### config.mk
export PLATFORM = sky130hd
export DESIGN_NAME = id_stage_ctrl
export DESIGN_NICKNAME = d
export VERILOG_FILES = /design/src/rtl/riscv_defs_pkg.sv /design/src/rtl/id_stage_ctrl_decode.sv /design/src/rtl/id_stage_ctrl.sv
export SDC_FILE = /design/constraint.sdc
export NUM_CORES = 1
export LEC_CHECK = 0
export BUFFER_PORTS_ARGS = -buffer_cell sky130_fd_sc_hd__clkbuf_2
export CAP_MARGIN = 10
export CORE_UTILIZATION = 44
export DETAILED_ROUTE_END_ITERATION = 6
export PLACE_DENSITY = 0.82
export SYNTH_ARGS = -nofsm -noshare
export SYNTH_HDL_FRONTEND = slang
export SYNTH_SLANG_ARGS = --single-unit
### constraint.sdc
create_clock -name clk -period 2.76 [get_ports clk]
set_clock_uncertainty 0.15 [all_clocks]
set_input_delay 0.276 -clock clk [delete_from_list [all_inputs] [get_ports clk]]
set_output_delay 0.276 -clock clk [all_outputs]
set_load 0.03 [all_outputs]
### src/rtl/riscv_defs_pkg.sv
// Shared RV32I decode constants: opcodes, one-hot EXTOp codes and the
// control-bit bundle carried from ID into EX.
package riscv_defs;

    localparam int EXTOP_W = 6;

    localparam logic [6:0] OPC_OP_IMM = 7'b0010011;
    localparam logic [6:0] OPC_LOAD   = 7'b0000011;
    localparam logic [6:0] OPC_JALR   = 7'b1100111;
    localparam logic [6:0] OPC_STORE  = 7'b0100011;
    localparam logic [6:0] OPC_BRANCH = 7'b1100011;
    localparam logic [6:0] OPC_LUI    = 7'b0110111;
    localparam logic [6:0] OPC_AUIPC  = 7'b0010111;
    localparam logic [6:0] OPC_JAL    = 7'b1101111;
    localparam logic [6:0] OPC_OP     = 7'b0110011;

    localparam logic [EXTOP_W-1:0] EXT_ITYPE_SHAMT = 6'b100000;
    localparam logic [EXTOP_W-1:0] EXT_ITYPE       = 6'b010000;
    localparam logic [EXTOP_W-1:0] EXT_STYPE       = 6'b001000;
    localparam logic [EXTOP_W-1:0] EXT_BTYPE       = 6'b000100;
    localparam logic [EXTOP_W-1:0] EXT_UTYPE       = 6'b000010;
    localparam logic [EXTOP_W-1:0] EXT_JTYPE       = 6'b000001;
    localparam logic [EXTOP_W-1:0] EXT_NONE        = 6'b000000;

    typedef struct packed {
        logic regwrite;
        logic memread;
        logic memwrite;
        logic branch;
        logic jump;
    } ctrl_t;

endpackage

### src/rtl/id_stage_ctrl_decode.sv
// Pure combinational instruction classifier: opcode/funct3 to EXTOp,
// control bits, source-register usage and an illegal-opcode flag.
module id_decode
    import riscv_defs::*;
(
    input  logic [6:0]         opcode_i,
    input  logic [2:0]         funct3_i,
    output logic [EXTOP_W-1:0] extop_o,
    output ctrl_t              ctrl_o,
    output logic               rs1_used_o,
    output logic               rs2_used_o,
    output logic               illegal_o
);

    always_comb begin
        extop_o    = EXT_NONE;
        ctrl_o     = '0;
        rs1_used_o = 1'b0;
        rs2_used_o = 1'b0;
        illegal_o  = 1'b0;
        case (opcode_i)
            OPC_OP_IMM: begin
                // Shifts carry a 5-bit shamt instead of a full 12-bit immediate
                extop_o         = (funct3_i == 3'b001 || funct3_i == 3'b101) ?
                                  EXT_ITYPE_SHAMT : EXT_ITYPE;
                ctrl_o.regwrite = 1'b1;
                rs1_used_o      = 1'b1;
            end
            OPC_LOAD: begin
                extop_o         = EXT_ITYPE;
                ctrl_o.regwrite = 1'b1;
                ctrl_o.memread  = 1'b1;
                rs1_used_o      = 1'b1;
            end
            OPC_JALR: begin
                extop_o         = EXT_ITYPE;
                ctrl_o.regwrite = 1'b1;
                ctrl_o.jump     = 1'b1;
                rs1_used_o      = 1'b1;
            end
            OPC_STORE: begin
                extop_o         = EXT_STYPE;
                ctrl_o.memwrite = 1'b1;
                rs1_used_o      = 1'b1;
                rs2_used_o      = 1'b1;
            end
            OPC_BRANCH: begin
                extop_o       = EXT_BTYPE;
                ctrl_o.branch = 1'b1;
                rs1_used_o    = 1'b1;
                rs2_used_o    = 1'b1;
            end
            OPC_LUI, OPC_AUIPC: begin
                extop_o         = EXT_UTYPE;
                ctrl_o.regwrite = 1'b1;
            end
            OPC_JAL: begin
                extop_o         = EXT_JTYPE;
                ctrl_o.regwrite = 1'b1;
                ctrl_o.jump     = 1'b1;
            end
            OPC_OP: begin
                ctrl_o.regwrite = 1'b1;
                rs1_used_o      = 1'b1;
                rs2_used_o      = 1'b1;
            end
            default: illegal_o = 1'b1;
        endcase
    end

endmodule

### src/rtl/id_stage_ctrl.sv
// Decode-stage controller: load-use hazard stall, ID/EX control/immediate
// register with bubble insertion, and a saturating stall-cycle counter.
module id_stage_ctrl
    import riscv_defs::*;
#(
    parameter int CNT_W = 16
) (
    input  logic               clk,
    input  logic               rst,
    input  logic               instr_valid_i,
    input  logic [31:0]        instr_i,
    input  logic               flush_i,
    output logic               stall_o,
    output logic               illegal_o,
    output logic               ex_valid_o,
    output logic [EXTOP_W-1:0] ex_extop_o,
    output logic [4:0]         ex_shamt_o,
    output logic [11:0]        ex_iimm_o,
    output logic [11:0]        ex_simm_o,
    output logic [11:0]        ex_bimm_o,
    output logic [19:0]        ex_uimm_o,
    output logic [19:0]        ex_jimm_o,
    output logic [4:0]         ex_rs1_o,
    output logic [4:0]         ex_rs2_o,
    output logic [4:0]         ex_rd_o,
    output logic               ex_regwrite_o,
    output logic               ex_memread_o,
    output logic               ex_memwrite_o,
    output logic               ex_branch_o,
    output logic               ex_jump_o,
    output logic [CNT_W-1:0]   stall_cnt_o
);

    typedef struct packed {
        logic               valid;
        logic [EXTOP_W-1:0] extop;
        logic [4:0]         shamt;
        logic [11:0]        iimm;
        logic [11:0]        simm;
        logic [11:0]        bimm;
        logic [19:0]        uimm;
        logic [19:0]        jimm;
        logic [4:0]         rs1;
        logic [4:0]         rs2;
        logic [4:0]         rd;
        ctrl_t              ctrl;
    } idex_t;

    function automatic logic [CNT_W-1:0] sat_inc(input logic [CNT_W-1:0] v);
        return (v == {CNT_W{1'b1}}) ? v : v + 1'b1;
    endfunction

    idex_t              idex_d, idex_q;
    logic               illegal_d, illegal_q;
    logic [CNT_W-1:0]   stall_cnt_d, stall_cnt_q;

    logic [EXTOP_W-1:0] dec_extop;
    ctrl_t              dec_ctrl;
    logic               dec_rs1_used, dec_rs2_used, dec_illegal;
    logic               load_in_ex, hazard;

    id_decode u_decode (
        .opcode_i   (instr_i[6:0]),
        .funct3_i   (instr_i[14:12]),
        .extop_o    (dec_extop),
        .ctrl_o     (dec_ctrl),
        .rs1_used_o (dec_rs1_used),
        .rs2_used_o (dec_rs2_used),
        .illegal_o  (dec_illegal)
    );

    // A load writing x0 never produces a value anyone must wait for
    assign load_in_ex = idex_q.valid && idex_q.ctrl.memread && (idex_q.rd != 5'd0);
    assign hazard     = instr_valid_i && load_in_ex &&
                        ((dec_rs1_used && (instr_i[19:15] == idex_q.rd)) ||
                         (dec_rs2_used && (instr_i[24:20] == idex_q.rd)));
    assign stall_o    = hazard && !flush_i;

    always_comb begin
        idex_d      = '0;
        illegal_d   = 1'b0;
        stall_cnt_d = stall_cnt_q;
        if (flush_i) begin
            idex_d = '0;
        end else if (stall_o) begin
            stall_cnt_d = sat_inc(stall_cnt_q);
        end else if (instr_valid_i && dec_illegal) begin
            illegal_d = 1'b1;
        end else if (instr_valid_i) begin
            idex_d.valid = 1'b1;
            idex_d.extop = dec_extop;
            idex_d.ctrl  = dec_ctrl;
            idex_d.shamt = instr_i[24:20];
            idex_d.iimm  = instr_i[31:20];
            idex_d.simm  = {instr_i[31:25], instr_i[11:7]};
            idex_d.bimm  = {instr_i[31], instr_i[7], instr_i[30:25], instr_i[11:8]};
            idex_d.uimm  = instr_i[31:12];
            idex_d.jimm  = {instr_i[31], instr_i[19:12], instr_i[20], instr_i[30:21]};
            idex_d.rs1   = instr_i[19:15];
            idex_d.rs2   = instr_i[24:20];
            idex_d.rd    = instr_i[11:7];
        end
    end

    always_ff @(posedge clk) begin
        if (rst) begin
            idex_q      <= '0;
            illegal_q   <= 1'b0;
            stall_cnt_q <= '0;
        end else begin
            idex_q      <= idex_d;
            illegal_q   <= illegal_d;
            stall_cnt_q <= stall_cnt_d;
        end
    end

    assign illegal_o     = illegal_q;
    assign ex_valid_o    = idex_q.valid;
    assign ex_extop_o    = idex_q.extop;
    assign ex_shamt_o    = idex_q.shamt;
    assign ex_iimm_o     = idex_q.iimm;
    assign ex_simm_o     = idex_q.simm;
    assign ex_bimm_o     = idex_q.bimm;
    assign ex_uimm_o     = idex_q.uimm;
    assign ex_jimm_o     = idex_q.jimm;
    assign ex_rs1_o      = idex_q.rs1;
    assign ex_rs2_o      = idex_q.rs2;
    assign ex_rd_o       = idex_q.rd;
    assign ex_regwrite_o = idex_q.ctrl.regwrite;
    assign ex_memread_o  = idex_q.ctrl.memread;
    assign ex_memwrite_o = idex_q.ctrl.memwrite;
    assign ex_branch_o   = idex_q.ctrl.branch;
    assign ex_jump_o     = idex_q.ctrl.jump;
    assign stall_cnt_o   = stall_cnt_q;

endmodule
======== After elaboration in Yosys (flattened, before gate mapping) ========
Cells that the tools add are included.
Widths: inputs -> output; s select.
word-level totals
  output and inout port bits .............. 126
  logic and storage cells ................. 70
  input port bits ......................... 36
  register bits ........................... 120
operators by class
  bitwise gates (word level) .............. 3
  reductions and logical operators ........ 23
  $add $sub $neg .......................... 1
  equal/unequal tests ..................... 14
  multiplexer cells ....................... 12
operators by type and width
  cell                   number
  $mux 108               1
  $pmux 6 s6             1
  $eq 7x6->1 const B     3
  $eq 7x7->1 const B     3
  $add 16x1->16 const B  1
  $eq 16x16->1 const B   1
  $eq 7x5->1 const B     2
  $eq 5x5->1             2
  $mux 1                 9
  $reduce_or 9->1        1
  $logic_and 1x1->1      8
  $eq 7x2->1 const B     1
  $reduce_or 7->1        1
  $mux 6                 1
  $reduce_or 2->1        3
  $reduce_or 3->1        2
  $reduce_or 6->1        1
  $reduce_bool 5->1      1
  $reduce_or 5->1        1
  $reduce_or 4->1        1
  $eq 3x1->1 const B     1
  $eq 3x3->1 const B     1
  $not 1->1              3
  $reduce_and 3->1       1
  other kinds (2)        3

======== Logic depth before layout (Yosys ltp) ========
  depth in word-level cells ............... 8
  mapped depth ............................ 9
  mapped depth without buffers ............ 7

======== Cells and area by module ========
From an unflattened synthesis, not the netlist that was laid out.
second synthesis, totals
  cells, all modules ...................... 311
  area, all modules ....................... 2,856.5 µm²
modules (own cells, without submodules)
  module         instances  area each (µm²)  seq. area each (µm²)  cells an instance
  id_stage_ctrl  1          2,671.3          1,081.0               279
  id_decode      1          185.2            0.0                   32

======== Least setup slack after synthesis ========
OpenSTA, ideal clock, no wires.
  kind .................................... register to register
  start ................................... register ex_simm_o[2] (netlist name)
  end ..................................... register idex_q (netlist bit ex_iimm_o[6])
  buffers on the path ..................... 2
  data arrival time ....................... 2.082 ns
  stages on the path, launching flop included .. 9
  setup time .............................. 0.115 ns
  required time ........................... 2.495 ns
  clock period less this slack ............ 2.347 ns
  setup slack ............................. 0.413 ns
  path through ............................ dfxtp_1 -> xor2_1 -> a2111oi_4 -> nand4_2 -> a21oi_2 -> and4b_1 -> buf_6 -> buf_6 -> and2_1
RTL lines
  element               line                  text
  end signal, assigned  id_stage_ctrl.sv:111  idex_q <= idex_d;
  end, declared         id_stage_ctrl.sv:53   idex_t idex_d, idex_q;

==> out/summary.txt <==
Initial core utilization - 0.463
R2R depth - 8
Share of cells above drive strength 1 - 0.483
Minimum clock period - 2.57 ns
Initial drt markers - 82
Net count of the mapped netlist - 335
Mean post-synth cell area - 9.36 um2
Peak VDD IR - 0.000277 V
Tcrit/Tclk final - 0.932
Critical path cell sequence - xor2_1 -> a2111oi_4 -> nand4_2 -> a21oi_2 -> and2_1 -> clkbuf_2
Final non-filler cell area - 3230 um2
Final Max Tran Viols - 0
CP Capture Point - stall_o
Critical Path Start - ex_simm_o[2]
Floorplan row count - 28
H-tree levels - 2
Status - finished clean
Main synth FF type - dfxtp_1
Critical path class - reg2out
Clock Latency Late Sink - 0.31 ns
Sequential share of power - 0.551
Worst Tran Pin Value - 0.584 ns
Max Buffers Root-to-Sink - 2
Clock power frac - 0.332
GRT overflow - 0
Net Switching - 0.393 mW
RSZ-0062 raised after global routing - false
CTS tree - built
Via count - 2296
GPL Wtd Cong - 0.863
Sink Count - 54
Path category of the worst min-delay check - in2reg
Sw Ratio - 0.272
GRT Overall Usage - 0.195
Critical Path End Type - primary output
Final ANT Viol Nets - 0
Worst Setup Start Kind - flip-flop
PortBufs - 161
Post-detail-place hpwl - 5110 um
Fmax - 389 MHz
Async SR Flop Fraction - 0
P per Cell Area - 446 nW/um2
Largest net degree at the start of global routing - 23
Gate power share - 0.117
Reg2reg end - stall_cnt_o[9]
Die Ht - 81.6 um
Reg-to-reg slack, setup - 0.31 ns
Slew HR - 0.607
Largest cells by area after synthesis - dfxtp_1 (39%), buf_4 (19%), and2_1 (4.7%), nor4_1 (2.5%), mux2_2 (2.0%)
Vias in the first global route - 1986
Max Cap Viol - 0
Internal power - 1.05 mW
Total CTS buffers - 5
Via density - 4.91
# nets final - 429
TNS Setup - 0 ns
Pre-Repair DR Iteration Count - 4
Syn-to-layout area delta - 15.8%
Clock transition at path regs - 0.10 ns
Die width - 81.6 um
Ports - 162
Worst flop-to-flop path startpoint - stall_cnt_o[0]
Crit path largest cell delay - 0.46 ns
Worst path required time - 2.33 ns
Slowest CP cell - dfxtp_1
Die ar. - 6660 um2
YS warnings - 0
Distinct cells, synth - 50
# diodes - 0
Final WL - 6440 um
Synthesized area - 2790 um2
Maximum net fanout on the critical path - 7
Core area - 6030 um2
Post-synth top area share - 0.387
DR DRC count - 0
Sequential element share of the synthesized area - 0.387
Root Buffer Master - clkbuf_8
First-pass GRT wire length - 9920 um
Placed Area - 3120 um2
WL per Instance - 13.8 um
Setup violations, final - 0
Number of synthesized register bits - 54
Post-synth EDFFs - 0
Worst Path Arrival - 2.15 ns
Cell accounting for the most synthesized area - dfxtp_1
Pleak - 1.60 nW
Initial antenna violation count - 0
Final Hold Fails - 0
Mapped Cells - 298
[cell usage in the layout (no fill, tap or decap), types with 2 or more instances in the layout]
master    instances
clkbuf_2        161
dfxtp_1          54
and2_1           21
nor2_1           12
nor4_1           11
nor3_1           10
nand2_1          10
nand3_1           9
a21oi_1           9
inv_1             8
and3_1            7
xor2_1            6
clkbuf_8          6
xnor2_1           5
o31ai_1           5
or4_1             5
mux2_2            5
buf_4             5
or3_1             4
nor2b_1           4
nand3b_1          3
o21ai_0           3
nand4_2           2
and4_1            2
[cell families (layout without fill, tap and decap cells)]
kind of cell    count (synthesis)  after routing  synth area share
flops                          54             54             0.387
mux                             6              6            0.0238
compound gates                 28             28            0.0803
xor+xnor                       11             11            0.0345
fa+ha+maj                       1              1           0.00448
simple gates                  110            110             0.242
buf+inv                        88            183             0.228
[metrics by stage]
step                      power [mW]   util  setup WS [ns]  hold WS, ns  std cells
after floorplan                0.937      -          0.413        0.203        298
after global placement         0.980  0.518          0.434        0.327        459
after detailed placement       0.982  0.518          0.366        0.328        459
after CTS                       1.45  0.536          0.161      0.00353        468
after global routing            1.50  0.536         0.0174      0.00561        468
final                           1.44  0.536          0.188      0.00569        468
[layer usage]
metal / vias up / share of wire / global-route usage
li1: 1143 / - / -
met1: 1058 / 0.43 / 0.245
met2: 89 / 0.49 / 0.329
met3: 6 / 0.065 / 0.0444
met4: 0 / 0.0075 / 0.0614
met5: - / 0 / 0
[repair_timing]
action                    CTS  global route
hold endpoints to repair    1             0
resized for setup           0             0
hold buffers                1             0
buffers inserted            0             0
[cell usage after synthesis, types with 2 or more instances]
library cell,instances
a21oi_1,9
and2_1,21
and3_1,7
and4_1,2
buf_4,71
buf_6,3
clkbuf_1,3
dfxtp_1,54
inv_1,8
mux2_2,5
nand2_1,10
nand3_1,9
nand3b_1,3
nand4_2,2
nor2_1,12
nor2b_1,4
nor3_1,10
nor4_1,11
o21ai_0,3
o31ai_1,5
or3_1,4
or4_1,5
xnor2_1,5
xor2_1,6
[final cells by class]
cell class,count,area [um2]
Clock buffer,6,82.6
Sequential cell,54,1080
Tap cell,75,93.8
Timing Repair Buffer,167,853
Clock inverter,2,16.3
Fill cell,584,2800
Inverter,8,30.0
Multi-Input combinational cell,156,1070
[sequential cells by signal, indices dropped and copies added (netlist names)]
| signal | count |
|---|---|
| ex_iimm_o | 12 |
| ex_regwrite_o | 1 |
| ex_valid_o | 1 |
| ex_extop_o | 6 |
| ex_uimm_o | 8 |
| ex_branch_o | 1 |
| ex_jump_o | 1 |
| ex_memread_o | 1 |
| illegal_o | 1 |
| ex_simm_o | 5 |
| ex_memwrite_o | 1 |
| stall_cnt_o | 16 |
[worst max-delay path: cells and delay by family (launching register included)]
| kind | cells | cell delay [ns] |
|---|---|---|
| compound gates | 2 | 0.64 |
| flops | 1 | 0.46 |
| simple gates | 2 | 0.39 |
| buf+inv | 1 | 0.22 |
| xor+xnor | 1 | 0.14 |
[how the worst min path moves through the flow]
| stage | start | to | slack [ns] | cells past startpoint |
|---|---|---|---|---|
| 6_report | instr_i[8] | ex_simm_o[1] | 0.006 | 2 |
| 3_3_place_gp | instr_i[11] | ex_simm_o[4] | 0.33 | 2 |
| 2_1_floorplan | instr_i[4] | ex_memread_o | 0.20 | 1 |
| 3_5_place_dp | instr_i[27] | ex_iimm_o[7] | 0.33 | 2 |
| 5_1_grt | instr_i[26] | ex_iimm_o[6] | 0.006 | 2 |
| 4_1_cts | instr_i[8] | ex_simm_o[1] | 0.004 | 2 |
[power groups by stage]
stage | combinational, mW | sequential, mW | clock [mW]
2_1_floorplan | 0.109 | 0.828 | 0
3_3_place_gp | 0.167 | 0.813 | 0
3_5_place_dp | 0.169 | 0.813 | 0
6_report | 0.169 | 0.795 | 0.478
4_1_cts | 0.171 | 0.795 | 0.489
5_1_grt | 0.182 | 0.797 | 0.524
Power figures use the tool's default switching activity.
